File: src/rtl/ppm_pkg.sv
// Shared types and defaults for the PPM start-of-frame detector: FSM state
// encoding, interval counter type and the nominal slot timing.
package ppm_pkg;

   localparam int unsigned SLOT_CLKS_DEF = 16;
   localparam int unsigned TOL_DEF       = 3;
   localparam int unsigned CNT_W         = 8;

   typedef logic [CNT_W-1:0] cnt_t;

   typedef enum logic [2:0] {
      ST_IDLE,
      ST_LOW1,
      ST_GAP,
      ST_LOW2,
      ST_TAIL,
      ST_WAIT_HI
   } state_t;

   // Interval counter holds at all-ones instead of wrapping back into a window.
   function automatic cnt_t sat_inc(input cnt_t v);
      return (v == '1) ? v : v + cnt_t'(1);
   endfunction

   function automatic logic in_window(input cnt_t v, input cnt_t lo, input cnt_t hi);
      return (v >= lo) && (v <= hi);
   endfunction

endpackage

File: src/rtl/ppm_sync_filter.sv
// Two-flop synchronizer for the idle-high PPM line; with SOF_DEGLITCH_EN
// defined a 3-sample majority vote follows it to reject 1-clock glitches.
module ppm_sync_filter
   import ppm_pkg::*;
(
   input  logic clk,
   input  logic rst_n,
   input  logic i_ppm,
   output logic o_s
);

   logic r_sync1;
   logic r_sync2;

   // NOTE: sequential state uses non-blocking assignments so every flop samples
   // pre-edge values; blocking here would collapse the two stages into one.
   always_ff @(posedge clk or negedge rst_n) begin
      if (!rst_n) begin
         r_sync1 <= 1'b1;
         r_sync2 <= 1'b1;
      end else begin
         r_sync1 <= i_ppm;
         r_sync2 <= r_sync1;
      end
   end

`ifdef SOF_DEGLITCH_EN
   logic r_hist1;
   logic r_hist2;

   always_ff @(posedge clk or negedge rst_n) begin
      if (!rst_n) begin
         r_hist1 <= 1'b1;
         r_hist2 <= 1'b1;
      end else begin
         r_hist1 <= r_sync2;
         r_hist2 <= r_hist1;
      end
   end

   // A level change needs two agreeing samples, so edges move one clock late.
   assign o_s = (r_sync2 & r_hist1) | (r_sync2 & r_hist2) | (r_hist1 & r_hist2);
`else
   assign o_s = r_sync2;
`endif

endmodule

File: src/rtl/sof_detect.sv
// PPM start-of-frame detector: low 1 slot, high 4, low 1, high 2, each interval
// within +/-TOL clocks. Build option SOF_DEGLITCH_EN enables the majority filter.
module sof_detect
   import ppm_pkg::*;
#(
   parameter int unsigned SLOT_CLKS = SLOT_CLKS_DEF,
   parameter int unsigned TOL       = TOL_DEF
) (
   input  logic clk,
   input  logic rst_n,
   input  logic en,
   input  logic ppm_in,
   output logic sof_det,
   output logic sof_err,
   output logic busy
);

   localparam cnt_t C_SLOT_MIN = cnt_t'(SLOT_CLKS - TOL);
   localparam cnt_t C_SLOT_MAX = cnt_t'(SLOT_CLKS + TOL);
   localparam cnt_t C_GAP_MIN  = cnt_t'(4 * SLOT_CLKS - TOL);
   localparam cnt_t C_GAP_MAX  = cnt_t'(4 * SLOT_CLKS + TOL);
   localparam cnt_t C_TAIL_LEN = cnt_t'(2 * SLOT_CLKS);

   logic   w_s;
   state_t r_state;
   state_t w_state_nxt;
   cnt_t   r_cnt;
   cnt_t   w_cnt_nxt;
   cnt_t   w_cnt_inc;
   logic   r_sof_det;
   logic   r_sof_err;
   logic   w_det_nxt;
   logic   w_err_nxt;

   ppm_sync_filter u_sync (
      .clk   (clk),
      .rst_n (rst_n),
      .i_ppm (ppm_in),
      .o_s   (w_s)
   );

   always_ff @(posedge clk or negedge rst_n) begin
      if (!rst_n) begin
         r_state   <= ST_IDLE;
         r_cnt     <= '0;
         r_sof_det <= 1'b0;
         r_sof_err <= 1'b0;
      end else begin
         r_state   <= w_state_nxt;
         r_cnt     <= w_cnt_nxt;
         r_sof_det <= w_det_nxt;
         r_sof_err <= w_err_nxt;
      end
   end

   // NOTE: every output of this block gets a default first, so no path through
   // the case statement can leave a signal unassigned and infer a latch.
   always_comb begin
      w_state_nxt = r_state;
      w_cnt_nxt   = r_cnt;
      w_det_nxt   = 1'b0;
      w_err_nxt   = 1'b0;
      w_cnt_inc   = sat_inc(r_cnt);

      if (!en) begin
         w_state_nxt = ST_IDLE;
         w_cnt_nxt   = '0;
      end else begin
         case (r_state)
            ST_IDLE: begin
               w_cnt_nxt = '0;
               if (!w_s) begin
                  w_state_nxt = ST_LOW1;
                  w_cnt_nxt   = cnt_t'(1);
               end
            end

            ST_LOW1, ST_LOW2: begin
               if (!w_s) begin
                  if (w_cnt_inc > C_SLOT_MAX) begin
                     w_state_nxt = ST_WAIT_HI;
                     w_cnt_nxt   = '0;
                     w_err_nxt   = 1'b1;
                  end else begin
                     w_cnt_nxt = w_cnt_inc;
                  end
               end else if (in_window(r_cnt, C_SLOT_MIN, C_SLOT_MAX)) begin
                  w_state_nxt = (r_state == ST_LOW1) ? ST_GAP : ST_TAIL;
                  w_cnt_nxt   = cnt_t'(1);
               end else begin
                  w_state_nxt = ST_IDLE;
                  w_cnt_nxt   = '0;
                  w_err_nxt   = 1'b1;
               end
            end

            ST_GAP: begin
               if (w_s) begin
                  if (w_cnt_inc > C_GAP_MAX) begin
                     w_state_nxt = ST_IDLE;
                     w_cnt_nxt   = '0;
                     w_err_nxt   = 1'b1;
                  end else begin
                     w_cnt_nxt = w_cnt_inc;
                  end
               end else begin
                  // A mistimed falling edge may itself open a new candidate.
                  w_state_nxt = in_window(r_cnt, C_GAP_MIN, C_GAP_MAX) ? ST_LOW2 : ST_LOW1;
                  w_err_nxt   = !in_window(r_cnt, C_GAP_MIN, C_GAP_MAX);
                  w_cnt_nxt   = cnt_t'(1);
               end
            end

            ST_TAIL: begin
               if (w_s) begin
                  if (w_cnt_inc == C_TAIL_LEN) begin
                     w_state_nxt = ST_IDLE;
                     w_cnt_nxt   = '0;
                     w_det_nxt   = 1'b1;
                  end else begin
                     w_cnt_nxt = w_cnt_inc;
                  end
               end else begin
                  w_state_nxt = ST_LOW1;
                  w_cnt_nxt   = cnt_t'(1);
                  w_err_nxt   = 1'b1;
               end
            end

            ST_WAIT_HI: begin
               w_cnt_nxt = '0;
               if (w_s) begin
                  w_state_nxt = ST_IDLE;
               end
            end

            default: begin
               w_state_nxt = ST_IDLE;
               w_cnt_nxt   = '0;
            end
         endcase
      end
   end

   assign sof_det = r_sof_det;
   assign sof_err = r_sof_err;
   assign busy    = (r_state != ST_IDLE);

endmodule

File: config.mk
export PLATFORM = sky130hd
export DESIGN_NAME = sof_detect
export DESIGN_NICKNAME = d
export VERILOG_FILES = /design/src/rtl/ppm_pkg.sv /design/src/rtl/ppm_sync_filter.sv /design/src/rtl/sof_detect.sv
export SDC_FILE = /design/constraint.sdc
export NUM_CORES = 1
export LEC_CHECK = 0
export CORE_ASPECT_RATIO = 0.75
export CORE_MARGIN = 3
export CORE_UTILIZATION = 30
export CTS_CLUSTER_DIAMETER = 50
export DETAILED_ROUTE_END_ITERATION = 16
export SYNTH_ARGS = -nofsm -noshare
export SYNTH_HDL_FRONTEND = slang
export SYNTH_SLANG_ARGS = --single-unit
File: constraint.sdc
create_clock -name clk -period 3.2 [get_ports clk]
set_input_delay 0.32 -clock clk [delete_from_list [all_inputs] [get_ports clk]]
set_output_delay 0.32 -clock clk [all_outputs]
set_load 0.05 [all_outputs]
==> results.md <==
- Vias: 1127
- DR pass1 iterations: 5
- Peak VDD IR: 0.201 mV
- Setup violators final: 0
- Synthesis-to-finish area growth: 8.05%
- Setup Buffers After CTS: 0
- Gr usage total: 12.8%
- Hold path startpoint: u_sync.r_sync1
- Worst Hold Class: reg2reg
- Met2 WL: 1.29 mm
- Worst Setup Path Type: reg2reg
- Setup Total Neg Slack: 0 ps
- Leak: 0.510 nW
- CTS max path bufs: 2
- Detail Placement HPWL: 2.23 mm
- Hold_buf cts: 0
- CP required: 3370 ps
- Gr ovfl total: 0
- Post-synth net total: 157
- Worst slew pin tran: 738 ps
- Worst r2r dst: r_cnt[4]
- # rows: 19
- Largest net degree at the start of global routing: 16
- Skew final: 5.24 ps
- Wire per inst: 15.2 µm
- Reg clk slew, reported paths: 70 ps
- DRT Wirelength: 3.04 mm
- Number of global-route vias before repair: 1061
- Slew Viols, Final: 0
- Share of layout cells above drive strength 1: 13.5%
- Crit path arrival time: 2810 ps
- Power Dens Cells: 382 nW/µm²
- Ant diodes: 0
- Worst hold stages: 0
- Initial drt markers: 114
- Filler cell count: 396
- Relative slew margins: 50.6%
- CP max FO: 12
- CTS root buffer: clkbuf_8
- Reg2Reg Depth: 7
- IO buf count: 6
- Initial antenna violation count: 0
- Minimum clock period: 2650 ps
- Most common cell after layout, fill and taps aside: nand2_1
- Max Cap Viol: 0
- Chip Height: 62.8 µm
- R2R Setup Slk: 550 ps
- Post-CTS resize count: 0
- FMAX: 0.378 GHz
- IO Count: 7
- Finished Cell Area: 1390 µm²
- EDFF count, synth: 0
- Number of buffers created by CTS: 3
- First-pass GRT wire length: 5.15 mm
- Most frequent cells in the layout: nand2_1 (19), nor2_1 (14), dfrtp_1 (13)
- Synth Register Bits: 15
- RSZ-0062 raised after global routing: false
- Met3 wire len: 171 µm
- Startpoint Class: flip-flop
- Setup Slack @ Placement: 584 ps
- Fraction of registers with async set/reset: 100%
- Hold Path End: u_sync.o_s
- # DRC: 0
- Sequential share of the synthesized area: 29.3%
- Synthesis Warnings: 0
- Worst setup path startpoint: r_cnt[0]
- Routability congestion estimate: 0.861
- Setup ws final: 553 ps
- H-tree depth: 1
- Final Hold Fails: 0
- Final worst path period share: 82.7%
- Die area: 5130 µm²
- Mapped Cells: 150
- Synth Flop Type: dfrtp_1
- Yosys cell types: 54
- Clock Sinks: 15
- Multi-input gate area: 831 µm²
- Routed Antenna Nets: 0
- Routed vias/inst: 5.64
- Nets: 156
- Synth Area per Inst: 8.60 µm²
- Status: finished, final reports clean
- Synthesized cell area: 1290 µm²
- Wire length on met1: 1.53 mm
- Die W: 81.7 µm
- Later-pin clock latency in the skew report: 250 ps
- Dpl cell area: 1350 µm²
- Crit. End Element: flip-flop
- Register area: 378 µm²
- Core region area: 3900 µm²
- RR Startpoint: r_cnt[0]
- Highest routed layer: met4
- Starting density of the core: 33.1%
- CTS tree: built
[cells in the mapped netlist, types with 2 or more instances]
master / count / area, µm²
a21o_1: 5 / 37.5
a21oi_1: 9 / 45.0
a31oi_1: 2 / 12.5
and2_1: 4 / 25.0
buf_2: 2 / 10.0
buf_4: 2 / 15.0
buf_6: 2 / 22.5
clkbuf_1: 6 / 22.5
dfrtp_1: 13 / 325
dfstp_2: 2 / 52.6
ha_1: 3 / 37.5
inv_1: 3 / 11.3
mux2i_1: 3 / 30.0
nand2_1: 19 / 71.3
nand2b_1: 2 / 12.5
nand3_1: 4 / 20.0
nand4_1: 2 / 12.5
nand4b_1: 2 / 17.5
nor2_1: 14 / 52.6
nor2b_1: 5 / 31.3
nor3_1: 5 / 25.0
nor4_2: 2 / 25.0
o21ai_0: 3 / 15.0
o21bai_1: 2 / 15.0
or3_1: 5 / 31.3
[routing by layer]
| metal | global-route usage (%) | up-vias |
|---|---|---|
| met5 | 0 | - |
| met4 | 1.87 | 0 |
| met3 | 4.03 | 6 |
| met2 | 17.6 | 28 |
| met1 | 19.4 | 546 |
| li1 | - | 547 |
[cell families after synthesis]
kind of cell    synth area share, %
compound gates                 23.3
buf+inv                        6.30
xor+xnor                       1.36
simple gates                   33.7
fa+ha+maj                      2.91
flops                          29.3
mux                            3.20
[sequential cells by signal, indices dropped and copies added, names as in the netlist]
name            cells
sof_det             1
u_sync.r_sync1      1
u_sync.o_s          1
r_cnt               8
sof_err             1
r_state             3
[critical path: stages (launching register included)]
cell      delay [ps]
dfrtp_1          530
ha_1             420
and3_4           260
nand4_1          140
a211o_1          380
nor4b_4          420
o311ai_4         200
a211oi_2         200
[layout make-up]
type	instances	share of cell area (%)
sequential	15	27.1
clock buffer	3	2.96
multi-input combinational	120	59.6
timing repair buffer	6	4.31
clock inverter	1	0.539
tap	52	4.67
inverter	3	0.808
[worst max path at each step]
stage	cells past startpoint	endpoint	slack, ps
3_5_place_dp	7	r_cnt[4]	580
6_report	7	r_cnt[4]	550
5_1_grt	7	r_cnt[4]	330
4_1_cts	7	r_cnt[4]	550
2_1_floorplan	9	r_state[0]	980
3_3_place_gp	7	r_cnt[4]	640
[report_power, final]
| part | switching, mW | internal, mW | total, mW |
|---|---|---|---|
| registers | 0.0289 | 0.201 | 0.230 |
| clock network | 0.0739 | 0.0876 | 0.161 |
| logic | 0.0812 | 0.0597 | 0.141 |
| total | 0.184 | 0.349 | 0.533 |
[stage by stage]
stage	util, %	power (mW)	hold WS [ps]	std cells
floorplan	-	0.336	24.4	150
global placement	34.5	0.370	347	196
detailed placement	34.5	0.374	351	196
CTS	35.8	0.538	361	200
global route	35.8	0.563	364	200
finish	35.8	0.533	359	200
Power figures use the tool's default switching activity.
